`src/rtl/axi_pkg.sv`:
```
`default_nettype none
// ============================================================================
// Module      : axi_pkg
// Description : Shared AXI3 read/write-side definitions. It holds the burst
//               and response encodings, the responder FSM state type, the AR
//               field widths, and the AR request legality check.
// Revision    : 1.0 - initial release
// ============================================================================
package axi_pkg;

    localparam int LEN_W   = 4;
    localparam int SIZE_W  = 2;
    localparam int LOCK_W  = 2;
    localparam int CACHE_W = 4;
    localparam int PROT_W  = 3;

    localparam logic [1:0] BURST_FIXED = 2'b00;
    localparam logic [1:0] BURST_INCR  = 2'b01;
    localparam logic [1:0] BURST_WRAP  = 2'b10;

    localparam logic [1:0] RESP_OKAY   = 2'b00;
    localparam logic [1:0] RESP_SLVERR = 2'b10;

    typedef enum logic [1:0] {
        ST_IDLE = 2'd0,
        ST_READ = 2'd1,
        ST_DATA = 2'd2
    } rd_state_e;

    // A request is answered with SLVERR when it uses the reserved burst type,
    // asks for a beat wider than the bus, or is a WRAP with an illegal length.
    function automatic logic ar_is_err(input logic [1:0]        burst,
                                       input logic [SIZE_W-1:0] size,
                                       input logic [LEN_W-1:0]  len,
                                       input int unsigned       bus_bytes);
        logic bad_wrap;
        bad_wrap = (burst == BURST_WRAP) &&
                   !((len == 4'd1) || (len == 4'd3) || (len == 4'd7) || (len == 4'd15));
        return (burst == 2'b11) || ((32'd1 << size) > bus_bytes) || bad_wrap;
    endfunction

endpackage
`default_nettype wire

```
`src/rtl/axi_burst_addr_gen.sv`:
```
`default_nettype none
// ============================================================================
// Module      : axi_burst_addr_gen
// Description : Combinational next-beat address for AXI FIXED/INCR/WRAP bursts.
//               This module is shared by the read and write responders.
// Ports       : cur_addr_i  - address of the current beat
//               len_i       - burst length minus one
//               size_i      - log2 of bytes per beat
//               burst_i     - burst type
//               next_addr_o - address of the following beat
// Revision    : 1.0 - initial release
// ============================================================================
module axi_burst_addr_gen
    import axi_pkg::*;
#(
    parameter int ADDR_W = 32
) (
    input  logic [ADDR_W-1:0]  cur_addr_i,
    input  logic [LEN_W-1:0]   len_i,
    input  logic [SIZE_W-1:0]  size_i,
    input  logic [1:0]         burst_i,
    output logic [ADDR_W-1:0]  next_addr_o
);

    logic [ADDR_W-1:0] w_bytes;
    logic [ADDR_W-1:0] w_aligned;
    logic [ADDR_W-1:0] w_wmask;

    assign w_bytes   = ADDR_W'(1) << size_i;
    assign w_aligned = cur_addr_i & ~(w_bytes - ADDR_W'(1));
    // The wrap window is (len+1)*bytes. It is a power of two for every legal WRAP length.
    assign w_wmask   = ((ADDR_W'(len_i) + ADDR_W'(1)) << size_i) - ADDR_W'(1);

    always_comb begin
        next_addr_o = cur_addr_i;
        case (burst_i)
            BURST_FIXED: next_addr_o = cur_addr_i;
            BURST_INCR:  next_addr_o = w_aligned + w_bytes;
            BURST_WRAP:  next_addr_o = (cur_addr_i & ~w_wmask) |
                                       ((cur_addr_i + w_bytes) & w_wmask);
            default:     next_addr_o = cur_addr_i;
        endcase
    end

endmodule
`default_nettype wire

```
`src/rtl/axi_rd_responder.sv`:
```
`default_nettype none
// ============================================================================
// Module      : axi_rd_responder
// Description : AXI3 slave read responder. It accepts AR requests and walks
//               the burst addresses. For each beat it issues one read to a
//               synchronous memory with a latency of one cycle, then returns
//               that beat on the R channel under RREADY backpressure.
//               Each beat takes a READ cycle (memory strobe) followed by a
//               DATA cycle or cycles (rvalid held until the handshake).
// Ports       : clk, rst (async, active-low)
//               AR channel : arvalid_i/arready_o, arid_i, araddr_i, arlen_i,
//                            arsize_i, arburst_i, arlock_i, arcache_i, arprot_i
//               R channel  : rvalid_o/rready_i, rid_o, rdata_o, rresp_o, rlast_o
//               Memory     : mem_rd_en_o, mem_addr_o, mem_rdata_i
// Config      : AXI_RD_AR_BUF_EN - adds a one-entry AR holding register. A
//               request accepted during a burst starts as soon as that burst
//               completes.
// Revision    : 1.0 - initial release
// ============================================================================
module axi_rd_responder
    import axi_pkg::*;
#(
    parameter int TAG_BITS = 2,
    parameter int ADDR_W   = 32,
    parameter int DATA_W   = 32
) (
    input  logic                clk,
    input  logic                rst,
    input  logic                arvalid_i,
    output logic                arready_o,
    input  logic [TAG_BITS-1:0] arid_i,
    input  logic [ADDR_W-1:0]   araddr_i,
    input  logic [LEN_W-1:0]    arlen_i,
    input  logic [SIZE_W-1:0]   arsize_i,
    input  logic [1:0]          arburst_i,
    input  logic [LOCK_W-1:0]   arlock_i,
    input  logic [CACHE_W-1:0]  arcache_i,
    input  logic [PROT_W-1:0]   arprot_i,
    output logic                rvalid_o,
    input  logic                rready_i,
    output logic [TAG_BITS-1:0] rid_o,
    output logic [DATA_W-1:0]   rdata_o,
    output logic [1:0]          rresp_o,
    output logic                rlast_o,
    output logic                mem_rd_en_o,
    output logic [ADDR_W-1:0]   mem_addr_o,
    input  logic [DATA_W-1:0]   mem_rdata_i
);

    localparam int unsigned     BUS_BYTES = DATA_W / 8;
    localparam logic [ADDR_W-1:0] WORD_MASK = ~(ADDR_W'(BUS_BYTES - 1));

    rd_state_e           state_q;
    logic                arready_q, rvalid_q, rlast_q, mem_rd_en_q;
    logic                first_q, err_q;
    logic [TAG_BITS-1:0] rid_q;
    logic [1:0]          rresp_q;
    logic [ADDR_W-1:0]   cur_addr_q, mem_addr_q;
    logic [LEN_W-1:0]    len_q, beat_q;
    logic [SIZE_W-1:0]   size_q;
    logic [1:0]          burst_q;
    logic [DATA_W-1:0]   rdata_q;

    logic                w_ar_hs, w_final, w_start, w_arready_d, w_port_err;
    logic [TAG_BITS-1:0] w_src_id;
    logic [ADDR_W-1:0]   w_src_addr, w_next_addr;
    logic [LEN_W-1:0]    w_src_len;
    logic [SIZE_W-1:0]   w_src_size;
    logic [1:0]          w_src_burst;
    logic                w_src_err;

    // lock/cache/prot carry no meaning for an on-chip memory target.
    logic w_unused;
    assign w_unused = ^{arlock_i, arcache_i, arprot_i};

    assign w_ar_hs    = arvalid_i && arready_q;
    assign w_final    = (state_q == ST_DATA) && rready_i && rlast_q;
    assign w_port_err = ar_is_err(arburst_i, arsize_i, arlen_i, BUS_BYTES);

`ifdef AXI_RD_AR_BUF_EN
    logic                hold_full_q, hold_err_q;
    logic [TAG_BITS-1:0] hold_id_q;
    logic [ADDR_W-1:0]   hold_addr_q;
    logic [LEN_W-1:0]    hold_len_q;
    logic [SIZE_W-1:0]   hold_size_q;
    logic [1:0]          hold_burst_q;
    logic                w_use_hold, w_hold_load, w_hold_full_d;

    // The held request has priority at the end of a burst. A new request
    // that arrives on that same final edge goes straight into the FSM only
    // when the holding register is empty.
    assign w_use_hold    = w_final && hold_full_q;
    assign w_start       = ((state_q == ST_IDLE) && w_ar_hs) ||
                           (w_final && (hold_full_q || w_ar_hs));
    assign w_hold_load   = w_ar_hs && !(w_start && !w_use_hold);
    assign w_hold_full_d = w_hold_load || (hold_full_q && !w_use_hold);
    assign w_arready_d   = !w_hold_full_d;

    assign w_src_id    = w_use_hold ? hold_id_q    : arid_i;
    assign w_src_addr  = w_use_hold ? hold_addr_q  : araddr_i;
    assign w_src_len   = w_use_hold ? hold_len_q   : arlen_i;
    assign w_src_size  = w_use_hold ? hold_size_q  : arsize_i;
    assign w_src_burst = w_use_hold ? hold_burst_q : arburst_i;
    assign w_src_err   = w_use_hold ? hold_err_q   : w_port_err;

    always_ff @(posedge clk or negedge rst) begin
        if (!rst) begin
            hold_full_q  <= 1'b0;
            hold_err_q   <= 1'b0;
            hold_id_q    <= '0;
            hold_addr_q  <= '0;
            hold_len_q   <= '0;
            hold_size_q  <= '0;
            hold_burst_q <= '0;
        end else begin
            hold_full_q <= w_hold_full_d;
            if (w_hold_load) begin
                hold_err_q   <= w_port_err;
                hold_id_q    <= arid_i;
                hold_addr_q  <= araddr_i;
                hold_len_q   <= arlen_i;
                hold_size_q  <= arsize_i;
                hold_burst_q <= arburst_i;
            end
        end
    end
`else
    assign w_start     = (state_q == ST_IDLE) && w_ar_hs;
    assign w_arready_d = w_start ? 1'b0 : (w_final ? 1'b1 : arready_q);

    assign w_src_id    = arid_i;
    assign w_src_addr  = araddr_i;
    assign w_src_len   = arlen_i;
    assign w_src_size  = arsize_i;
    assign w_src_burst = arburst_i;
    assign w_src_err   = w_port_err;
`endif

    axi_burst_addr_gen #(
        .ADDR_W (ADDR_W)
    ) u_addr_gen (
        .cur_addr_i  (cur_addr_q),
        .len_i       (len_q),
        .size_i      (size_q),
        .burst_i     (burst_q),
        .next_addr_o (w_next_addr)
    );

    always_ff @(posedge clk or negedge rst) begin
        if (!rst) begin
            state_q     <= ST_IDLE;
            arready_q   <= 1'b1;
            rvalid_q    <= 1'b0;
            rlast_q     <= 1'b0;
            mem_rd_en_q <= 1'b0;
            first_q     <= 1'b0;
            err_q       <= 1'b0;
            rid_q       <= '0;
            rresp_q     <= RESP_OKAY;
            cur_addr_q  <= '0;
            mem_addr_q  <= '0;
            len_q       <= '0;
            beat_q      <= '0;
            size_q      <= '0;
            burst_q     <= '0;
            rdata_q     <= '0;
        end else begin
            arready_q   <= w_arready_d;
            mem_rd_en_q <= 1'b0;
            first_q     <= 1'b0;
            if (w_start) begin
                state_q     <= ST_READ;
                rid_q       <= w_src_id;
                cur_addr_q  <= w_src_addr;
                len_q       <= w_src_len;
                size_q      <= w_src_size;
                burst_q     <= w_src_burst;
                err_q       <= w_src_err;
                rresp_q     <= w_src_err ? RESP_SLVERR : RESP_OKAY;
                beat_q      <= '0;
                mem_rd_en_q <= !w_src_err;
                mem_addr_q  <= w_src_addr & WORD_MASK;
                rvalid_q    <= 1'b0;
                rlast_q     <= 1'b0;
            end else begin
                case (state_q)
                    ST_IDLE: ;
                    ST_READ: begin
                        state_q  <= ST_DATA;
                        rvalid_q <= 1'b1;
                        rlast_q  <= (beat_q == len_q);
                        first_q  <= 1'b1;
                    end
                    ST_DATA: begin
                        // Memory data is live in the first DATA cycle only. It is
                        // latched here so that a stalled beat stays stable.
                        if (first_q) begin
                            rdata_q <= mem_rdata_i;
                        end
                        if (rready_i) begin
                            rvalid_q <= 1'b0;
                            rlast_q  <= 1'b0;
                            if (rlast_q) begin
                                state_q <= ST_IDLE;
                            end else begin
                                state_q     <= ST_READ;
                                beat_q      <= beat_q + 4'd1;
                                cur_addr_q  <= w_next_addr;
                                mem_rd_en_q <= !err_q;
                                mem_addr_q  <= w_next_addr & WORD_MASK;
                            end
                        end
                    end
                    default: state_q <= ST_IDLE;
                endcase
            end
        end
    end

    assign arready_o   = arready_q;
    assign rvalid_o    = rvalid_q;
    assign rlast_o     = rlast_q;
    assign rid_o       = rid_q;
    assign rresp_o     = rresp_q;
    assign mem_rd_en_o = mem_rd_en_q;
    assign mem_addr_o  = mem_addr_q;
    assign rdata_o     = (rvalid_q && !err_q) ? (first_q ? mem_rdata_i : rdata_q) : '0;

endmodule
`default_nettype wire
```
`config.mk`:
```
export PLATFORM = sky130hd
export DESIGN_NAME = axi_rd_responder
export DESIGN_NICKNAME = d
export VERILOG_FILES = /design/src/rtl/axi_pkg.sv /design/src/rtl/axi_burst_addr_gen.sv /design/src/rtl/axi_rd_responder.sv
export SDC_FILE = /design/constraint.sdc
export NUM_CORES = 1
export LEC_CHECK = 0
export BUFFER_PORTS_ARGS = -buffer_cell sky130_fd_sc_hd__clkbuf_2
export CAP_MARGIN = 10
export CORE_UTILIZATION = 30
export CTS_BUF_LIST = sky130_fd_sc_hd__clkbuf_4 sky130_fd_sc_hd__clkbuf_8
export CTS_CLUSTER_DIAMETER = 60
export CTS_CLUSTER_SIZE = 20
export DETAILED_ROUTE_END_ITERATION = 6
export SLEW_MARGIN = 30
export SYNTH_ARGS = -nofsm -noshare
export SYNTH_HDL_FRONTEND = slang
export SYNTH_SLANG_ARGS = --single-unit
```
`constraint.sdc`:
```
create_clock -name clk -period 8.4 [get_ports clk]
set_clock_uncertainty 0.2 [all_clocks]
set_input_delay 0.42 -clock clk [delete_from_list [all_inputs] [get_ports clk]]
set_output_delay 0.42 -clock clk [all_outputs]
set_load 0.03 [all_outputs]
```
==> flow_metrics.tcl <==
set metrics [dict create \
    dpl_cell_area_um2 7517 \
    irDropWorstVdd_mv 0.1067 \
    path_max_fanout 31 \
    finalMaxSlewViolations 0 \
    portBuffers 146 \
    grt_pass1_wl_mm 33.69 \
    via_per_inst 5.458 \
    p_per_area_nw_per_um2 311.9 \
    detail-route-antenna-nets 0 \
    grt_max_degree 52 \
    fin_cells 1184 \
    antenna_cells 0 \
    synth-seq-cells 86 \
    final_nets 1000 \
    cts_root_buffer "clkbuf_8" \
    yosysSeqAreaShare_pct 31.51 \
    grt_setup_unrepaired "false" \
    synth_ff_type "dfrtp_1" \
    yosysUniqueCellTypes 84 \
    rrSetupSlack_ps 4210 \
    cts_buffers 9 \
    cts.sinks 86 \
    antenna_found_initial 0 \
    routabilityCongestion 0.8545 \
    syn_area_um2 6833 \
    cts_setup_buffers 0 \
    hold_path_class "input pin to flip-flop" \
    die_y_um 152.9 \
    row_count 54 \
    yosysWarnings 0 \
    drtPass1Iterations 5 \
    drt_iter0_drc 557 \
    area_delta_synth_final_pct 13.18 \
    final_cell_mix "145 x clkbuf_2, 96 x nand2_1, 83 x dfrtp_1, 80 x nor2_1, 52 x o21ai_0" \
    maxSlewHeadroom_pct 34.68 \
    cp-end-kind "flip-flop" \
    syn-mean-instance-area_um2 8.374 \
    synth-edff-count 0 \
    clkTransAtPathRegs_ps 100 \
    route.detailed.drc 0 \
    layout_commonest_cell "clkbuf_2" \
    die_w_um 152.9 \
    start_util_pct 30.93 \
    cts-resized-gates 0 \
    wl_mm 21.16 \
    track_usage_pct 18.14 \
    dp_cells 1166 \
    drv_cap 0 \
    required_ps 8440 \
    tightest_slew_ps 976.2 \
    clock_latency_ps 390 \
    finalCritPeriodShare_pct 49.92 \
    start_kind "flip-flop" \
    hpwl_mm 15.07 \
    fmax_mhz 238.5 \
    io_pins 159 \
    clockBufferDepth 2 \
    drive_gt1_share_pct 25.44 \
    synthCells 816 \
    vias 6462 \
    h-tree-depth 3 \
    layout_min_cycle_time_ps 4193 \
    core_area_um2 22090 \
    hold_violations 0 \
    fin_area_um2 7734 \
    path_class "flip-flop to flip-flop" \
    dieArea_um2 23380 \
    tritoncts "done" \
    synthArstFlopShare_pct 100.0 \
    first_global_vias 6082 \
    crit_arrival_ps 4230 \
    grt_overflow 0 \
    setup_viol 0 \
    status "complete, no violations" \
    fin_tns_setup_ps 0 \
    wl_per_cell_um 17.87 \
    p_leak_nw 3.228 \
]
[where the power goes]
| part | total, mW | switching (mW) | internal, mW |
|---|---|---|---|
| clock network | 0.298 | 0.177 | 0.120 |
| logic | 1.31 | 0.804 | 0.505 |
| registers | 0.806 | 0.239 | 0.567 |
| total | 2.41 | 1.22 | 1.19 |
[routing by layer]
| layer | up-vias | part of all wire (%) | global-route usage, % |
|---|---|---|---|
| met2 | 274 | 43 | 27.81 |
| met5 | - | 0 | 0 |
| li1 | 3084 | - | - |
| met3 | 29 | 7.1 | 4.253 |
| met4 | 0 | 2.1 | 5.532 |
| met1 | 3075 | 48 | 25.16 |
[flip-flops by register name, indices dropped and copies added (netlist names), 2 cells and up]
signal      flops
cur_addr_q     32
rdata_q        32
beat_q          4
len_q           4
burst_q         2
rid_o           2
size_q          2
state_q         2
[cell families after synthesis]
family | after synthesis | share of synthesized area (%)
adders and majority gates | 14 | 2.674
xor gates and xnor gates | 38 | 4.981
DFF | 86 | 31.51
and+or+nand+nor | 313 | 22.96
other | 1 | 0.05488
muxes | 69 | 10.69
buffers and inverters | 103 | 7.911
AOI/OAI and AO/OA | 192 | 19.21
[worst max-delay path: stages (launching register included)]
cell      delay (ps)
dfrtp_2          610
nor2_1           320
ha_1             330
inv_1            110
fa_1             420
nor2b_1          180
o31ai_1          140
nor4bb_1         540
nand3_2          400
nor3_4           440
mux2i_1          260
o221ai_2         110
[synth_stat cells, types with 5 or more instances]
cell,n,area (um^2)
and3_1,12,75.07
nand4_1,13,81.33
ha_1,13,162.7
nor2b_1,11,68.82
nand2_1,96,360.4
a21oi_1,38,190.2
o31ai_1,6,45.04
clkbuf_1,34,127.6
a31oi_1,6,37.54
or3_1,6,37.54
mux2i_1,37,370.4
nand2b_1,8,50.05
nor3_1,17,85.08
mux2_2,32,360.4
xnor2_1,27,236.5
a221o_1,6,60.06
nor2_1,80,300.3
and2_1,5,31.28
inv_1,15,56.30
o211ai_1,6,45.04
nand3b_1,6,45.04
buf_1,9,33.78
dfrtp_1,85,2127
buf_2,6,30.03
a22oi_1,8,60.06
nor4_1,5,31.28
a221oi_1,8,70.07
nand3_1,24,120.1
xor2_1,10,87.58
o22ai_1,6,37.54
o21ai_0,52,260.3
buf_4,37,277.8
[timing repair]
| item | 4_1_cts | 5_1_grt |
|---|---|---|
| hold endpoints to repair | 40 | 0 |
| setup endpoints to repair | 0 | 0 |
| hold buffers | 2 | 0 |
[worst paths after layout]
| path | from | to | depth (start not counted) |
|---|---|---|---|
| setup reg to reg | size_q[1] | cur_addr_q[18] | 11 |
| setup / recovery | size_q[1] | cur_addr_q[18] | 11 |
| min in group asynchronous | rst | rdata_q[28] | 2 |
| hold / removal | arid_i[0] | rid_o[0] | 3 |
| hold reg to reg | rid_o[0] | rid_o[0] | 2 |
| max in group asynchronous | rst | size_q[1] | 3 |
[area by class of cell]
class                           count  area (um^2)
Fill cell                        2344        14360
Sequential cell                    86         2156
Timing Repair Buffer              157        820.8
Multi-Input combinational cell    629         4156
Tap cell                          280        350.3
Clock buffer                       10        137.6
Inverter                           16        60.06
Clock inverter                      6        52.55
[per-stage QoR]
stage          utilization, %  hold WS, ps  total power, mW  setup slack [ps]
6_report                35.00        29.71            2.412              4207
3_5_place_dp            34.02        236.7            2.114              4070
5_1_grt                 35.00        44.58            2.604              3998
3_3_place_gp            34.02        237.3            2.090              4139
4_1_cts                 34.98        9.337            2.422              4040
2_1_floorplan               -       -75.59            1.830              5206
No activity file was read; power rests on OpenSTA's default activity.
